--- config.mk ---
export PLATFORM = sky130hd
export DESIGN_NAME = alu_cmd_sequencer
export DESIGN_NICKNAME = d
export VERILOG_FILES = /design/src/rtl/alu_seq_pkg.sv /design/src/rtl/alu_seq_settle_timer.sv /design/src/rtl/alu_cmd_sequencer.sv
export SDC_FILE = /design/constraint.sdc
export NUM_CORES = 1
export LEC_CHECK = 0
export ABC_AREA = 1
export CORE_AREA = 2 2 80 89
export CTS_BUF_LIST = sky130_fd_sc_hd__clkbuf_8
export DETAILED_ROUTE_END_ITERATION = 8
export DIE_AREA = 0 0 82 91
export PLACE_DENSITY = 0.68
export SYNTH_ARGS = -nofsm -noshare
export SYNTH_HDL_FRONTEND = slang
export SYNTH_SLANG_ARGS = --single-unit
--- constraint.sdc ---
create_clock -name i_clk -period 1.6 [get_ports i_clk]
set_input_delay 0.32 -clock i_clk [delete_from_list [all_inputs] [get_ports i_clk]]
set_output_delay 0.32 -clock i_clk [all_outputs]
set_load 0.05 [all_outputs]
--- src/rtl/alu_seq_pkg.sv ---
// rtl/alu_seq_pkg.sv - opcodes, FSM encoding and flag indices for alu_cmd_sequencer
package alu_seq_pkg;

   localparam logic [3:0] OP_NEG   = 4'h0;
   localparam logic [3:0] OP_INC   = 4'h1;
   localparam logic [3:0] OP_DEC   = 4'h2;
   localparam logic [3:0] OP_PASSA = 4'h3;
   localparam logic [3:0] OP_ADD   = 4'h4;
   localparam logic [3:0] OP_SUB   = 4'h5;
   localparam logic [3:0] OP_AND   = 4'h6;
   localparam logic [3:0] OP_OR    = 4'h7;
   localparam logic [3:0] OP_XOR   = 4'h8;
   localparam logic [3:0] OP_PASSB = 4'h9;
   localparam logic [3:0] OP_SHL   = 4'hA;
   localparam logic [3:0] OP_SHR   = 4'hB;
   localparam logic [3:0] OP_NAND  = 4'hC;
   localparam logic [3:0] OP_NOR   = 4'hD;
   localparam logic [3:0] OP_XNOR  = 4'hE;
   localparam logic [3:0] OP_NOP   = 4'hF;

   localparam int FLG_GT = 2;
   localparam int FLG_LT = 1;
   localparam int FLG_EQ = 0;

   typedef enum logic [1:0] {
      ST_IDLE   = 2'd0,
      ST_SETTLE = 2'd1,
      ST_RESP   = 2'd2
   } state_t;

   function automatic logic is_onehot3(input logic [2:0] f);
      return (f == 3'b001) || (f == 3'b010) || (f == 3'b100);
   endfunction

endpackage

--- src/rtl/alu_seq_settle_timer.sv ---
// rtl/alu_seq_settle_timer.sv - loadable down-counter, done pulses while enabled at zero
module alu_seq_settle_timer #(
   parameter int W = 1
) (
   input  logic         i_clk,
   input  logic         i_rst,
   input  logic         i_load,
   input  logic [W-1:0] i_load_val,
   input  logic         i_en,
   output logic         o_done
);

   logic [W-1:0] r_count;

   always_ff @(posedge i_clk) begin
      if (i_rst) begin
         r_count <= '0;
      end else if (i_load) begin
         r_count <= i_load_val;
      end else if (i_en && (r_count != '0)) begin
         r_count <= r_count - W'(1);
      end
   end

   assign o_done = i_en && (r_count == '0);

endmodule

--- src/rtl/alu_cmd_sequencer.sv ---
// rtl/alu_cmd_sequencer.sv - command/response sequencer driving a combinational ALU
// Define ALU_SEQ_ACC_EN to let i_cmd_use_acc substitute the last captured result for operand a.
module alu_cmd_sequencer
   import alu_seq_pkg::*;
#(
   parameter int WIDTH         = 12,
   parameter int SEL_W         = 4,
   parameter int SETTLE_CYCLES = 1,
   parameter int CNT_W         = 8
) (
   input  logic             i_clk,
   input  logic             i_rst,
   input  logic             i_cmd_valid,
   output logic             o_cmd_ready,
   input  logic [SEL_W-1:0] i_cmd_op,
   input  logic [WIDTH-1:0] i_cmd_a,
   input  logic [WIDTH-1:0] i_cmd_b,
   input  logic             i_cmd_use_acc,
   output logic [WIDTH-1:0] o_alu_a,
   output logic [WIDTH-1:0] o_alu_b,
   output logic [SEL_W-1:0] o_alu_sel,
   input  logic [WIDTH-1:0] i_alu_result,
   input  logic [2:0]       i_alu_flags,
   output logic             o_rsp_valid,
   input  logic             i_rsp_ready,
   output logic [WIDTH-1:0] o_rsp_result,
   output logic [2:0]       o_rsp_flags,
   output logic             o_rsp_err,
   output logic [CNT_W-1:0] o_op_count
);

   localparam int TW = $clog2(SETTLE_CYCLES + 1);

   state_t           r_state;
   state_t           w_state_nxt;
   logic [WIDTH-1:0] r_alu_a;
   logic [WIDTH-1:0] r_alu_b;
   logic [SEL_W-1:0] r_alu_sel;
   logic [WIDTH-1:0] r_rsp_result;
   logic [2:0]       r_rsp_flags;
   logic             r_rsp_err;
   logic [CNT_W-1:0] r_op_count;
   logic [WIDTH-1:0] w_a_src;
   logic             w_is_nop;
   logic             w_accept;
   logic             w_load;
   logic             w_settle;
   logic             w_done;
   logic             w_rsp_hs;

   assign w_is_nop = (i_cmd_op == SEL_W'(OP_NOP));
   assign w_accept = i_cmd_valid && o_cmd_ready;
   assign w_load   = w_accept && !w_is_nop;
   assign w_rsp_hs = o_rsp_valid && i_rsp_ready;

`ifdef ALU_SEQ_ACC_EN
   assign w_a_src = i_cmd_use_acc ? r_rsp_result : i_cmd_a;
`else
   logic w_unused_acc;
   assign w_unused_acc = i_cmd_use_acc;
   assign w_a_src      = i_cmd_a;
`endif

   alu_seq_settle_timer #(
      .W (TW)
   ) u_timer (
      .i_clk      (i_clk),
      .i_rst      (i_rst),
      .i_load     (w_load),
      .i_load_val (TW'(SETTLE_CYCLES - 1)),
      .i_en       (w_settle),
      .o_done     (w_done)
   );

   always_ff @(posedge i_clk) begin
      if (i_rst) begin
         r_state <= ST_IDLE;
      end else begin
         r_state <= w_state_nxt;
      end
   end

   always_comb begin
      w_state_nxt = r_state;
      case (r_state)
         ST_IDLE:   if (i_cmd_valid) w_state_nxt = w_is_nop ? ST_RESP : ST_SETTLE;
         ST_SETTLE: if (w_done)      w_state_nxt = ST_RESP;
         ST_RESP:   if (i_rsp_ready) w_state_nxt = ST_IDLE;
         default:                    w_state_nxt = ST_IDLE;
      endcase
   end

   always_comb begin
      o_cmd_ready = (r_state == ST_IDLE);
      o_rsp_valid = (r_state == ST_RESP);
      w_settle    = (r_state == ST_SETTLE);
   end

   // NOP leaves the ALU operands and the captured response untouched, so it replays the last result
   always_ff @(posedge i_clk) begin
      if (i_rst) begin
         r_alu_a      <= '0;
         r_alu_b      <= '0;
         r_alu_sel    <= SEL_W'(OP_PASSA);
         r_rsp_result <= '0;
         r_rsp_flags  <= 3'b001;
         r_rsp_err    <= 1'b0;
         r_op_count   <= '0;
      end else begin
         if (w_load) begin
            r_alu_a   <= w_a_src;
            r_alu_b   <= i_cmd_b;
            r_alu_sel <= i_cmd_op;
         end
         if (w_done) begin
            r_rsp_result <= i_alu_result;
            r_rsp_flags  <= i_alu_flags;
            r_rsp_err    <= !is_onehot3(i_alu_flags);
         end
         if (w_rsp_hs) begin
            r_op_count <= r_op_count + CNT_W'(1);
         end
      end
   end

   assign o_alu_a      = r_alu_a;
   assign o_alu_b      = r_alu_b;
   assign o_alu_sel    = r_alu_sel;
   assign o_rsp_result = r_rsp_result;
   assign o_rsp_flags  = r_rsp_flags;
   assign o_rsp_err    = r_rsp_err;
   assign o_op_count   = r_op_count;

endmodule
## Word-level counts from Yosys, hierarchy flattened

Cells that the tools add are included.

- $add $sub $neg: 2
- Eq/ne operators: 9
- Muxes and demuxes: 5
- Bitwise logic cells: 1
- Reductions and logical operators: 12

Operator list:

| cell | count |
|---|---|
| adder 8 x 1 -> 8 bit, second input constant | 1 |
| two-way mux 2 bit | 4 |
| case mux 2 bit (3 select lines) | 1 |
| logical AND 1 bit | 5 |
| equality test 4 bit, second input constant | 1 |
| inequality test 2 bit, second input constant | 2 |
| equality test 3 x 1 -> 1 bit, second input constant | 1 |
| equality test 3 x 2 -> 1 bit, second input constant | 1 |
| equality test 3 bit, second input constant | 1 |
| AND reduction 3 bit | 1 |
| equality test 2 x 1 -> 1 bit, second input constant | 1 |
| equality test 2 bit, second input constant | 1 |
| zero test 1 bit | 2 |
| zero test 2 bit | 1 |
| logical OR 1 bit | 2 |
| inequality test 2 x 1 -> 1 bit, second input constant | 1 |
| OR reduction 2 bit | 1 |
| inverter 1 bit | 1 |
| subtractor 1 bit, second input constant | 1 |

- Bits in registers: 55
- Word-level logic and storage cells: 38

## Logic depth before layout (Yosys ltp)

Gate-level depths: netlist of run 1.

- Word-level depth: 4
- Depth in mapped cells: 8
- Mapped depth without buffers: 7

## Hierarchy

A second synthesis of run 1 with hierarchy kept.

- Cell total of the unflattened synthesis: 332
- Area, all modules: 2,257.2 um^2

By module, submodules not included:

| module | times used | cells an instance | area an instance (um^2) |
|---|---|---|---|
| alu_cmd_sequencer | 1 | 323 | 2,205.9 |
| alu_seq_settle_timer | 1 | 9 | 51.3 |

## Worst setup path after synthesis of run 1

OpenSTA, ideal clock, no wires.

- Path type: flip-flop to flip-flop
- From: register r_state[0]
- To: register r_alu_a[8] (netlist: o_alu_a[8])
- Setup time: 114 ps
- Arrival: 1,466 ps
- Data required time: 1,486 ps
- Path slack: 20 ps
- Cell stages (with the launch flop): 9
- Path buffers: 2
- Period minus slack after synthesis: 1,580 ps
- Path through: dfxtp_1 nor2_2 nand2_1 nor2_2 buf_6 buf_6 nand2_1 nand2_1 nor2_1

- Cells in the longest elaborated chain, start to end: 3

RTL lines:

| item | RTL line | text |
|---|---|---|
| start, declared | alu_cmd_sequencer.sv:34 | `state_t r_state;` |
| start signal, assigned | alu_cmd_sequencer.sv:79 | `r_state <= w_state_nxt;` |
| zero test 2 bit | alu_cmd_sequencer.sv:94 | `o_cmd_ready = (r_state == ST_IDLE);` |
| via o_cmd_ready | alu_cmd_sequencer.sv:14 | `output logic o_cmd_ready,` |
| logical AND 1 bit | alu_cmd_sequencer.sv:52 | `assign w_accept = i_cmd_valid && o_cmd_ready;` |
| logical AND 1 bit | alu_cmd_sequencer.sv:53 | `assign w_load = w_accept && !w_is_nop;` |
| end signal, assigned | alu_cmd_sequencer.sv:111 | `r_alu_a <= w_a_src;` |
| end, declared | alu_cmd_sequencer.sv:36 | `logic [WIDTH-1:0] r_alu_a;` |

The timed path passes the listed nets, and every way through them passes these cells.
A chain may end at the register's enable or synchronous reset.

## Worst setup path after layout of run 1

- From: register r_state[1]
- To: output o_rsp_valid

- Cells in the longest elaborated chain, start to end: 1

RTL lines:

| item | RTL line | text |
|---|---|---|
| equality test 2 bit | alu_cmd_sequencer.sv:95 | `o_rsp_valid = (r_state == ST_RESP);` |
| end, declared | alu_cmd_sequencer.sv:24 | `output logic o_rsp_valid,` |

No other way between the ends.

==> run_summary.xml, run 1 <==
<?xml version="1.0" encoding="UTF-8"?>
<metrics>
  <group name="status">
    <metric name="outcome" unit="">completed</metric>
  </group>
  <group name="critical_path">
    <metric name="critPathCaptureType" unit="">output port</metric>
    <metric name="crit_chain" unit="">inv_1 -&gt; nor2_1 -&gt; buf_12</metric>
    <metric name="critical_path.max_fanout" unit="">3</metric>
    <metric name="arrival" unit="ns">1.15</metric>
    <metric name="critical_path_buf_inv_count" unit="">2</metric>
    <metric name="critPathRequiredTime" unit="ns">1.28</metric>
    <metric name="regToRegStartpoint" unit="">r_state[1]$_SDFFE_PP0P_</metric>
    <metric name="max_stage_delay" unit="ns">0.38</metric>
    <metric name="r2r_cells" unit="">7</metric>
    <metric name="timing.setup.critical_path_class" unit="">flop to output port</metric>
    <metric name="critical_path.slowest_cell" unit="">sky130_fd_sc_hd__dfxtp_1</metric>
    <metric name="regToRegEndpoint" unit="">o_alu_sel[3]$_SDFFE_PP0P_</metric>
    <metric name="rrSetupSlack" unit="ns">0.17</metric>
    <metric name="cp_top_delay_family" unit="">flip-flops</metric>
    <metric name="startpoint_type" unit="">flop</metric>
  </group>
  <group name="synthesis">
    <metric name="syn_avg_cell_area" unit="µm²">6.93</metric>
    <metric name="synth_fp_nets" unit="">371</metric>
    <metric name="synth-xor-area-share" unit="%">0.785</metric>
    <metric name="synth-warning-count" unit="">0</metric>
    <metric name="synth-adder-area-share" unit="%">0.561</metric>
    <metric name="netlist-cell-type-count" unit="">18</metric>
    <metric name="synthesis.instances" unit="">322</metric>
    <metric name="post_synth_mux_area_share" unit="%">0</metric>
    <metric name="synth.ff_latch_count" unit="">55</metric>
    <metric name="synth_compound_area_share" unit="%">5.72</metric>
    <metric name="synth.yosys.seq_area_share" unit="%">49.3</metric>
    <metric name="yosys.area_share.simple" unit="%">33.1</metric>
    <metric name="synth_top_family_by_area" unit="">simple AND/OR/NAND/NOR gates</metric>
    <metric name="syn-cell-area" unit="µm²">2230</metric>
  </group>
  <group name="place">
    <metric name="hpwl" unit="µm">3900</metric>
    <metric name="gp_routability_congestion" unit="">0.745</metric>
    <metric name="dpl-instance-area" unit="µm²">3340</metric>
    <metric name="placement.io_buffers" unit="">100</metric>
  </group>
  <group name="cts">
    <metric name="insertion_delay" unit="ns">0.29</metric>
    <metric name="cts_tree" unit="">yes</metric>
    <metric name="cts_hold_buf" unit="">0</metric>
    <metric name="clk_path_buf_depth" unit="">2</metric>
    <metric name="cts_max_level" unit="">2</metric>
    <metric name="cts_repair_resized_insts" unit="">0</metric>
    <metric name="clk_transition_reported_paths" unit="ns">0.09</metric>
    <metric name="number_of_buffers_added_by_the_clock_tree_synthesis_step" unit="">5</metric>
    <metric name="cts_root_buffer" unit="">sky130_fd_sc_hd__clkbuf_8</metric>
    <metric name="number_of_sinks_driven_by_the_clock_tree" unit="">55</metric>
    <metric name="number_of_buffers_inserted_to_repair_setup_after_cts" unit="">0</metric>
  </group>
  <group name="floorplanning">
    <metric name="rows" unit="">31</metric>
    <metric name="die_h" unit="µm">91</metric>
    <metric name="design.portCount" unit="">102</metric>
    <metric name="design.die.area" unit="µm²">7460</metric>
    <metric name="core_area" unit="µm²">6520</metric>
    <metric name="chipWidth" unit="µm">82</metric>
    <metric name="start_util" unit="%">34.3</metric>
  </group>
  <group name="routing">
    <metric name="routed_wl" unit="µm">5180</metric>
    <metric name="route.antenna.remaining_nets" unit="">0</metric>
    <metric name="drtIter0Drc" unit="">67</metric>
    <metric name="drt_drc_violations_left" unit="">0</metric>
    <metric name="avgViaCountPerCell" unit="">4.24</metric>
    <metric name="drt_pass1_iterations" unit="">4</metric>
    <metric name="vias" unit="">2171</metric>
    <metric name="detail_route.wl_per_cell" unit="µm">10.1</metric>
  </group>
  <group name="min_path">
    <metric name="hold_path_class" unit="">flop to flop</metric>
    <metric name="hold_end" unit="">o_rsp_err$_SDFFE_PP0P_</metric>
    <metric name="min_from" unit="">o_rsp_err$_SDFFE_PP0P_</metric>
    <metric name="min_path_cells" unit="">2</metric>
  </group>
  <group name="layout">
    <metric name="design_area" unit="µm²">3420</metric>
    <metric name="drive_gt1_share" unit="%">18.1</metric>
    <metric name="most_frequent_standard_cell_in_the_layout_excluding_fill_and_tap_cells" unit="">sky130_fd_sc_hd__nor2_1</metric>
    <metric name="layout.nets" unit="">478</metric>
    <metric name="area_delta_synth_final" unit="%">53.1</metric>
    <metric name="mostFrequentLayoutCells" unit="">sky130_fd_sc_hd__nor2_1, sky130_fd_sc_hd__nand2_1, sky130_fd_sc_hd__buf_4</metric>
    <metric name="postLayoutCoreUtil" unit="%">52.5</metric>
    <metric name="antenna-diode-count" unit="">0</metric>
  </group>
  <group name="sta">
    <metric name="timing.slew.headroom" unit="%">77.3</metric>
    <metric name="timing.final.setup_violations" unit="">0</metric>
    <metric name="min_period_over_period" unit="%">92.0</metric>
    <metric name="whs" unit="ns">0.470</metric>
    <metric name="tightestPinTransition" unit="ns">0.339</metric>
    <metric name="fin_skew" unit="ns">0.00178</metric>
    <metric name="maxSlewViolCount" unit="">0</metric>
    <metric name="unrepaired_setup_endpoints_after_global_routing" unit="">false</metric>
    <metric name="final_hold_viol_count" unit="">0</metric>
    <metric name="final.min_clock_period" unit="ns">1.47</metric>
    <metric name="achievable-frequency" unit="MHz">679</metric>
  </group>
  <group name="power">
    <metric name="power.leakage" unit="nW">1.71</metric>
    <metric name="power.density" unit="nW/µm²">943</metric>
    <metric name="power.ir.vdd_worst" unit="mV">0.537</metric>
  </group>
  <group name="global_routing">
    <metric name="via_count_of_the_first_global_routing_pass" unit="">1950</metric>
    <metric name="globalRouteTotalUtil" unit="%">14.1</metric>
    <metric name="grt_pass1_wl" unit="µm">8470</metric>
    <metric name="antenna_found_initial" unit="">0</metric>
    <metric name="grt_start_max_net_pins" unit="">33</metric>
    <metric name="overflow" unit="">0</metric>
  </group>
  <group name="job">
    <metric name="maxCapViolCount" unit="">0</metric>
  </group>
</metrics>
==> cell type report <==
type | instances | area [µm²]
clock inverters | 3 | 12.5
clock buffers | 5 | 68.8
well taps | 82 | 103
fillers | 629 | 3100
repair buffers | 113 | 1090
multi-input cells | 216 | 902
flip-flops and latches | 55 | 1100
inverters | 38 | 143
==> registers in the layout, summed over array words and instances, names as in the netlist, 2 cells and up <==
| signal | cells |
|---|---|
| o_alu_b | 12 |
| o_rsp_result | 12 |
| r_state | 2 |
| o_alu_a | 12 |
| o_op_count | 8 |
| o_rsp_flags | 3 |
| o_alu_sel | 4 |
==> cells by family (layout without fill, tap and decap cells) <==
kind of cell	Yosys count	in the layout
AO/OA/AOI/OAI	24	24
XOR/XNOR	2	2
adder cells (fa/ha/maj)	1	1
buffers and inverters	51	159
flip-flops	55	55
AND/OR/NAND/NOR	189	189
==> per-layer routing <==
| metal | routed length [µm] | track usage [%] | share of wire [%] |
|---|---|---|---|
| met1 | 2290 | 17.1 | 44 |
| met2 | 2380 | 23.0 | 46 |
| met5 | 0 | 0 | 0 |
| met4 | 27 | 3.89 | 0.52 |
| met3 | 486 | 5.27 | 9.4 |
==> metrics by stage <==
step | instances | setup TNS (ns) | worst slack [ns] | power (mW)
2_1_floorplan | 322 | 0 | 0.0200 | 2.17
3_3_place_gp | 504 | -0.334 | -0.0420 | 2.54
3_5_place_dp | 504 | -1.24 | -0.0957 | 2.55
4_1_cts | 512 | 0 | 0.0947 | 3.29
5_1_grt | 512 | 0 | 0.0386 | 3.40
6_report | 512 | 0 | 0.128 | 3.22
==> worst min-delay path, stage by stage (launching register included) <==
cell	delay (ns)
sky130_fd_sc_hd__dfxtp_1	0.32
sky130_fd_sc_hd__nand2_1	0.06
sky130_fd_sc_hd__a21oi_1	0.05
==> synthesized netlist by cell type (all sizes together) <==
cell    number  area [µm²]
o21ai       14        70.1
xor2         2        17.5
o211ai       1        12.5
ha           1        12.5
a21oi        9        45.0
nor2        95         369
inv         38         143
nor3         1        5.00
nand2       80         300
dfxtp       55        1100
clkbuf       3        11.3
buf         10        80.1
nand3       13        65.1
==> worst max-delay path by stage <==
stage,from,to,slack (ns),cells past startpoint
3_5_place_dp,i_cmd_op[3],o_alu_sel[3]$_SDFFE_PP0P_,-0.1,8
5_1_grt,r_state[0]$_SDFFE_PP0P_,o_alu_a[11]$_SDFFE_PP0P_,0.04,7
4_1_cts,r_state[1]$_SDFFE_PP0P_,o_rsp_valid,0.09,3
2_1_floorplan,r_state[0]$_SDFFE_PP0P_,o_alu_a[8]$_SDFFE_PP0P_,0.02,8
3_3_place_gp,i_cmd_op[3],o_alu_sel[2]$_SDFFE_PP0P_,-0.04,8
6_report,r_state[1]$_SDFFE_PP0P_,o_rsp_valid,0.13,3
==> power breakdown <==
group,internal (mW),switching [mW]
clock network,0.296,0.413
logic,0.375,0.614
registers,1.47,0.0538
total,2.14,1.08
No activity file was read; power rests on OpenSTA's default activity.
==> inputs of run 2 (changes only) <==
--- a/config.mk
+++ b/config.mk
@@ -6,11 +6,13 @@
 export NUM_CORES = 1
 export LEC_CHECK = 0
 export ABC_AREA = 1
-export CORE_AREA = 2 2 80 89
+export CAP_MARGIN = 20
+export CORE_AREA = 10 10 88 98
 export CTS_BUF_LIST = sky130_fd_sc_hd__clkbuf_8
 export DETAILED_ROUTE_END_ITERATION = 8
-export DIE_AREA = 0 0 82 91
+export DIE_AREA = 0 0 98 108
 export PLACE_DENSITY = 0.68
 export SYNTH_ARGS = -nofsm -noshare
 export SYNTH_HDL_FRONTEND = slang
+export SYNTH_HIERARCHICAL = 1
 export SYNTH_SLANG_ARGS = --single-unit
==> run_summary.xml, run 2 <==
<?xml version="1.0" encoding="UTF-8"?>
<metrics>
  <group name="status">
    <metric name="outcome" unit="">completed</metric>
  </group>
  <group name="power">
    <metric name="power.ir.vdd_worst" unit="mV">0.590</metric>
    <metric name="power.leakage" unit="nW">1.74</metric>
    <metric name="power.density" unit="nW/µm²">1130</metric>
  </group>
  <group name="synthesis">
    <metric name="syn_avg_cell_area" unit="µm²">6.80</metric>
    <metric name="syn-cell-area" unit="µm²">2260</metric>
    <metric name="synthesis.instances" unit="">332</metric>
    <metric name="top_area_cell_type_share_of_the_netlist_area" unit="%">48.8</metric>
    <metric name="synth-edff-count" unit="">0</metric>
    <metric name="synth_ff_type" unit="">sky130_fd_sc_hd__dfxtp_1</metric>
    <metric name="synth.yosys.seq_area_share" unit="%">48.8</metric>
    <metric name="synth_largest_area_cell" unit="">sky130_fd_sc_hd__dfxtp_1</metric>
    <metric name="synth.ff_latch_count" unit="">55</metric>
    <metric name="synth.most_common_cell" unit="">sky130_fd_sc_hd__nor2_1</metric>
    <metric name="netlist-cell-type-count" unit="">19</metric>
    <metric name="synth_fp_nets" unit="">381</metric>
    <metric name="ys_async_sr_fraction" unit="%">0</metric>
    <metric name="synth.area.top_cells" unit="">sky130_fd_sc_hd__dfxtp_1, sky130_fd_sc_hd__nor2_1, sky130_fd_sc_hd__nand2_1, sky130_fd_sc_hd__inv_1, sky130_fd_sc_hd__o21ai_0</metric>
    <metric name="yosys-top-cells-count" unit="">sky130_fd_sc_hd__nor2_1, sky130_fd_sc_hd__nand2_1, sky130_fd_sc_hd__dfxtp_1</metric>
    <metric name="synth-warning-count" unit="">6</metric>
  </group>
  <group name="cts">
    <metric name="cts_root_buffer" unit="">sky130_fd_sc_hd__clkbuf_8</metric>
    <metric name="cts_hold_buf" unit="">0</metric>
    <metric name="number_of_sinks_driven_by_the_clock_tree" unit="">55</metric>
    <metric name="clk_transition_reported_paths" unit="ns">0.09</metric>
    <metric name="cts_max_level" unit="">2</metric>
    <metric name="clk_path_buf_depth" unit="">2</metric>
    <metric name="number_of_buffers_added_by_the_clock_tree_synthesis_step" unit="">5</metric>
    <metric name="insertion_delay" unit="ns">0.31</metric>
    <metric name="cts_tree" unit="">yes</metric>
  </group>
  <group name="global_routing">
    <metric name="globalRouteTotalUtil" unit="%">11.5</metric>
    <metric name="antenna_found_initial" unit="">0</metric>
    <metric name="met1_global_route_usage" unit="%">13.3</metric>
    <metric name="grt_util_met2" unit="%">19.5</metric>
    <metric name="overflow" unit="">0</metric>
    <metric name="grt_pass1_wl" unit="µm">10400</metric>
    <metric name="grt_util_met3" unit="%">4.59</metric>
    <metric name="via_count_of_the_first_global_routing_pass" unit="">2152</metric>
    <metric name="grt_start_max_net_pins" unit="">31</metric>
    <metric name="grt_most_used_layer" unit="">met2</metric>
  </group>
  <group name="layout">
    <metric name="number_of_fillers_in_the_final_layout" unit="">639</metric>
    <metric name="antenna-diode-count" unit="">0</metric>
    <metric name="area_delta_synth_final" unit="%">55.2</metric>
    <metric name="layout.nets" unit="">484</metric>
    <metric name="postLayoutCoreUtil" unit="%">51.8</metric>
    <metric name="most_frequent_standard_cell_in_the_layout_excluding_fill_and_tap_cells" unit="">sky130_fd_sc_hd__nor2_1</metric>
    <metric name="register_area" unit="µm²">1100</metric>
    <metric name="count_of_placed_standard_cells_in_the_final_layout_fillers_left_out" unit="">521</metric>
    <metric name="multi_input_area" unit="µm²">920</metric>
    <metric name="mostFrequentLayoutCells" unit="">sky130_fd_sc_hd__nor2_1, sky130_fd_sc_hd__nand2_1, sky130_fd_sc_hd__dfxtp_1</metric>
    <metric name="drive_gt1_share" unit="%">17.2</metric>
  </group>
  <group name="sta">
    <metric name="min_period_over_period" unit="%">93.9</metric>
    <metric name="unrepaired_setup_endpoints_after_global_routing" unit="">false</metric>
    <metric name="achievable-frequency" unit="MHz">665</metric>
    <metric name="final_critical_path_setup_slack" unit="ns">0.0974</metric>
    <metric name="setup_tns" unit="ns">0</metric>
    <metric name="final_hold_viol_count" unit="">0</metric>
    <metric name="whs" unit="ns">0.474</metric>
    <metric name="timing.final.setup_violations" unit="">0</metric>
    <metric name="maxSlewViolCount" unit="">0</metric>
    <metric name="fin_skew" unit="ns">0.00512</metric>
    <metric name="final.min_clock_period" unit="ns">1.50</metric>
  </group>
  <group name="critical_path">
    <metric name="startpoint_type" unit="">flop</metric>
    <metric name="critical_path.max_fanout" unit="">4</metric>
    <metric name="regToRegStartpoint" unit="">r_state[1]$_SDFFE_PP0P_</metric>
    <metric name="critPathCaptureType" unit="">output port</metric>
    <metric name="critPathRequiredTime" unit="ns">1.28</metric>
    <metric name="startpoint" unit="">r_state[1]$_SDFFE_PP0P_</metric>
    <metric name="arrival" unit="ns">1.18</metric>
    <metric name="timing.setup.critical_path_class" unit="">flop to output port</metric>
  </group>
  <group name="floorplanning">
    <metric name="design.die.area" unit="µm²">10600</metric>
    <metric name="design.portCount" unit="">102</metric>
    <metric name="rows" unit="">32</metric>
    <metric name="die_h" unit="µm">108</metric>
    <metric name="core_area" unit="µm²">6770</metric>
    <metric name="chipWidth" unit="µm">98</metric>
    <metric name="start_util" unit="%">33.4</metric>
  </group>
  <group name="job">
    <metric name="maxCapViolCount" unit="">0</metric>
  </group>
  <group name="routing">
    <metric name="drt_pass1_iterations" unit="">4</metric>
    <metric name="route.antenna.remaining_nets" unit="">0</metric>
    <metric name="detail_route.wl_per_cell" unit="µm">11.8</metric>
    <metric name="routed_wl" unit="µm">6160</metric>
    <metric name="vias" unit="">2240</metric>
    <metric name="drtIter0Drc" unit="">76</metric>
    <metric name="drt_drc_violations_left" unit="">0</metric>
    <metric name="avgViaCountPerCell" unit="">4.30</metric>
  </group>
  <group name="place">
    <metric name="hpwl" unit="µm">4840</metric>
    <metric name="placement.io_buffers" unit="">100</metric>
    <metric name="gp_routability_congestion" unit="">0.768</metric>
    <metric name="placement.setup.worst_slack" unit="ns">-0.0332</metric>
    <metric name="place_inst" unit="">513</metric>
  </group>
  <group name="min_path">
    <metric name="hold_path_class" unit="">flop to flop</metric>
    <metric name="min_from" unit="">o_rsp_err$_SDFFE_PP0P_</metric>
  </group>
</metrics>
## run 2: power by group
part | internal [mW] | leakage [nW] | switching [mW]
clock | 0.507 | 0.0612 | 0.445
combinational | 0.501 | 1.23 | 0.905
sequential | 1.52 | 0.452 | 0.0841
## run 2: timing repair
item                                    in CTS  in global routing
setup buffers                                0                  0
gates resized for setup                      1                  0
endpoints found under the setup margin       1                  0
## run 2: worst paths after layout
path	depth (start not counted)	slack (ns)	end
worst max register to register	9	0.19	o_rsp_result[10]$_SDFFE_PP0P_
worst min-delay path	2	0.47	o_rsp_err$_SDFFE_PP0P_
worst max-delay path	3	0.1	o_rsp_valid
worst min register to register	2	0.47	o_rsp_err$_SDFFE_PP0P_
## run 2: cell families (layout without fill, tap and decap cells)
kind of cell / after synthesis / after routing / synth area share [%]
compound gates: 25 / 25 / 5.65
xor+xnor: 2 / 2 / 0.776
fa+ha+maj: 1 / 1 / 0.554
buf+inv: 56 / 160 / 10.9
flops: 55 / 55 / 48.8
other cells: 1 / 1 / 0.166
simple gates: 192 / 192 / 33.1
## run 2: metal layers
layer	vias up	part of all wire (%)
met1	977	43
met2	62	48
met5	-	0
met3	8	7.8
met4	0	0.96
li1	1193	-
## run 2: cell type report
cell class | instances | share of cell area, %
inverters | 43 | 4.61
flip-flops and latches | 55 | 31.4
clock inverters | 2 | 1.00
clock buffers | 6 | 2.36
repair buffers | 109 | 31.3
well taps | 85 | 3.04
multi-input cells | 221 | 26.3
## run 2: worst max-delay path: stages, from the launching register on
cell	delay, ns
sky130_fd_sc_hd__dfxtp_1	0.45
sky130_fd_sc_hd__inv_1	0.10
sky130_fd_sc_hd__nor2_2	0.17
sky130_fd_sc_hd__buf_12	0.16
## run 2: per-stage QoR
stage / cell area [µm²] / power (mW)
2_1_floorplan: 2260 / 2.54
3_3_place_gp: 3380 / 3.04
3_5_place_dp: 3380 / 3.06
4_1_cts: 3500 / 4.04
5_1_grt: 3500 / 4.20
6_report: 3500 / 3.97
==> inputs of run 3 (changes only) <==
--- a/config.mk
+++ b/config.mk
@@ -11,7 +11,7 @@
 export CTS_BUF_LIST = sky130_fd_sc_hd__clkbuf_8
 export DETAILED_ROUTE_END_ITERATION = 8
 export DIE_AREA = 0 0 98 108
-export PLACE_DENSITY = 0.68
+export PLACE_DENSITY = 0.7
 export SYNTH_ARGS = -nofsm -noshare
 export SYNTH_HDL_FRONTEND = slang
 export SYNTH_HIERARCHICAL = 1
==> constraint.sdc (replaced) <==
create_clock -name i_clk -period 1.34 [get_ports i_clk]
set_input_delay 0.201 -clock i_clk [delete_from_list [all_inputs] [get_ports i_clk]]
set_output_delay 0.201 -clock i_clk [all_outputs]
set_load 0.05 [all_outputs]
==> run_summary.xml, run 3 (synthesis gave the netlist of run 2 again) <==
<?xml version="1.0" encoding="UTF-8"?>
<metrics>
  <group name="routing">
    <metric name="vias" unit="">2261</metric>
    <metric name="routed_wl" unit="µm">6440</metric>
    <metric name="detail_route.wl_per_cell" unit="µm">12.2</metric>
    <metric name="drtIter0Drc" unit="">53</metric>
    <metric name="route.antenna.remaining_nets" unit="">0</metric>
    <metric name="avgViaCountPerCell" unit="">4.28</metric>
    <metric name="drt_drc_violations_left" unit="">0</metric>
    <metric name="drt_pass1_iterations" unit="">6</metric>
  </group>
  <group name="cts">
    <metric name="clk_path_buf_depth" unit="">2</metric>
    <metric name="cts_root_buffer" unit="">sky130_fd_sc_hd__clkbuf_8</metric>
    <metric name="cts_tree" unit="">yes</metric>
    <metric name="number_of_sinks_driven_by_the_clock_tree" unit="">55</metric>
    <metric name="clk_transition_reported_paths" unit="ns">0.09</metric>
    <metric name="insertion_delay" unit="ns">0.30</metric>
    <metric name="number_of_buffers_added_by_the_clock_tree_synthesis_step" unit="">5</metric>
    <metric name="cts_max_level" unit="">2</metric>
  </group>
  <group name="power">
    <metric name="power.density" unit="nW/µm²">1220</metric>
    <metric name="power.ir.vdd_worst" unit="mV">0.727</metric>
    <metric name="design_power_total" unit="mW">5.01</metric>
    <metric name="power.leakage" unit="nW">1.92</metric>
  </group>
  <group name="layout">
    <metric name="antenna-diode-count" unit="">0</metric>
    <metric name="mostFrequentLayoutCells" unit="">sky130_fd_sc_hd__nor2_1, sky130_fd_sc_hd__nand2_1, sky130_fd_sc_hd__buf_12</metric>
    <metric name="count_of_placed_standard_cells_in_the_final_layout_fillers_left_out" unit="">528</metric>
    <metric name="number_of_fillers_in_the_final_layout" unit="">584</metric>
    <metric name="area_delta_synth_final" unit="%">81.2</metric>
    <metric name="drive_gt1_share" unit="%">20.3</metric>
    <metric name="most_frequent_standard_cell_in_the_layout_excluding_fill_and_tap_cells" unit="">sky130_fd_sc_hd__nor2_1</metric>
    <metric name="layout.nets" unit="">491</metric>
  </group>
  <group name="floorplanning">
    <metric name="die_h" unit="µm">108</metric>
    <metric name="design.die.area" unit="µm²">10600</metric>
    <metric name="rows" unit="">32</metric>
    <metric name="core_area" unit="µm²">6770</metric>
    <metric name="chipWidth" unit="µm">98</metric>
    <metric name="start_util" unit="%">33.4</metric>
    <metric name="design.portCount" unit="">102</metric>
  </group>
  <group name="sta">
    <metric name="unrepaired_setup_endpoints_after_global_routing" unit="">false</metric>
    <metric name="timing.final.setup_violations" unit="">0</metric>
    <metric name="achievable-frequency" unit="MHz">782</metric>
    <metric name="min_period_over_period" unit="%">95.4</metric>
    <metric name="whs" unit="ns">0.477</metric>
    <metric name="setup_tns" unit="ns">0</metric>
    <metric name="final_hold_viol_count" unit="">0</metric>
    <metric name="fin_skew" unit="ns">0.00588</metric>
    <metric name="maxSlewViolCount" unit="">0</metric>
    <metric name="final.min_clock_period" unit="ns">1.28</metric>
  </group>
  <group name="critical_path">
    <metric name="arrival" unit="ns">1.08</metric>
    <metric name="critical_path.max_fanout" unit="">4</metric>
    <metric name="timing.setup.critical_path_class" unit="">flop to output port</metric>
    <metric name="critPathRequiredTime" unit="ns">1.14</metric>
    <metric name="critPathCaptureType" unit="">output port</metric>
    <metric name="startpoint_type" unit="">flop</metric>
  </group>
  <group name="global_routing">
    <metric name="via_count_of_the_first_global_routing_pass" unit="">2187</metric>
    <metric name="globalRouteTotalUtil" unit="%">11.8</metric>
    <metric name="antenna_found_initial" unit="">0</metric>
    <metric name="grt_start_max_net_pins" unit="">34</metric>
    <metric name="grt_util_met2" unit="%">20.9</metric>
    <metric name="grt_pass1_wl" unit="µm">10400</metric>
    <metric name="overflow" unit="">0</metric>
    <metric name="met1_global_route_usage" unit="%">12.6</metric>
    <metric name="grt_util_met3" unit="%">5.30</metric>
    <metric name="grt_most_used_layer" unit="">met2</metric>
  </group>
  <group name="place">
    <metric name="placement.io_buffers" unit="">100</metric>
    <metric name="gp_routability_congestion" unit="">0.743</metric>
    <metric name="place_inst" unit="">520</metric>
    <metric name="hpwl" unit="µm">5150</metric>
  </group>
  <group name="min_path">
    <metric name="hold_path_class" unit="">input port to flop</metric>
  </group>
  <group name="job">
    <metric name="maxCapViolCount" unit="">0</metric>
  </group>
  <group name="status">
    <metric name="outcome" unit="">completed</metric>
  </group>
</metrics>
## run 3: cell types whose count changed in the layout (fill, tap and decap cells not counted), moves of 2 or more
cell / before / now
sky130_fd_sc_hd__buf_12: 13 / 57
sky130_fd_sc_hd__buf_4: 50 / 13
sky130_fd_sc_hd__dfxtp_1: 55 / 50
sky130_fd_sc_hd__dfxtp_2: 0 / 4
sky130_fd_sc_hd__inv_2: 0 / 2
sky130_fd_sc_hd__nand2_1: 83 / 81
sky130_fd_sc_hd__nand2_2: 0 / 2
## run 3: report_power, final
group / switching [mW] / leakage (nW) / internal, mW
logic: 1.10 / 1.41 / 1.02
clock network: 0.510 / 0.0505 / 0.353
registers: 0.195 / 0.455 / 1.82
total: 1.81 / 1.92 / 3.20
## run 3: path summary, 6_finish.rpt
check,from,to,slack (ns),cells past startpoint
max,r_state[1]$_SDFFE_PP0P_,o_rsp_valid,0.06,3
min,i_alu_result[7],o_rsp_result[7]$_SDFFE_PP0P_,0.48,3
max reg2reg,r_state[1]$_SDFFE_PP0P_,r_state[1]$_SDFFE_PP0P_,0.10,10
min reg2reg,o_rsp_err$_SDFFE_PP0P_,o_rsp_err$_SDFFE_PP0P_,0.50,2
## run 3: worst max-delay path, cell delays in order, from the launching register on
cell and delay (ns):
sky130_fd_sc_hd__dfxtp_4 0.39, sky130_fd_sc_hd__inv_2 0.05, sky130_fd_sc_hd__nor2_2 0.17, sky130_fd_sc_hd__buf_12 0.17
## run 3: area by class of cell
cell class	instances	area, µm²	area share (%)
multi-input cells	221	932	22.8
well taps	85	106	2.60
clock inverters	3	12.5	0.306
repair buffers	116	1700	41.5
flip-flops and latches	55	1110	27.1
clock buffers	5	68.8	1.68
inverters	43	161	3.95
## run 3: what timing repair did
| item | in CTS | in global routing |
|---|---|---|
| setup buffers | 0 | 0 |
| gates resized for setup | 2 | 6 |
| hold buffers | 0 | 0 |
| endpoints found under the setup margin | 2 | 28 |
| pin swaps | 0 | 2 |
| gates cloned | 0 | 0 |
## run 3: layer usage
metal  share of wire (%)  up-vias
met3                 8.0        5
met1                  41      985
met2                  50       65
met5                   0        -
met4                0.93        0
li1                    -     1206
## run 3: stage by stage
step	instance area, µm²	util (%)	setup slack (ns)
3_3_place_gp	4000	59.1	-0.115
2_1_floorplan	2270	-	-0.102
4_1_cts	4080	60.3	0.0232
5_1_grt	4090	60.4	0.00200
3_5_place_dp	4000	59.1	-0.174
6_report	4090	60.4	0.0619
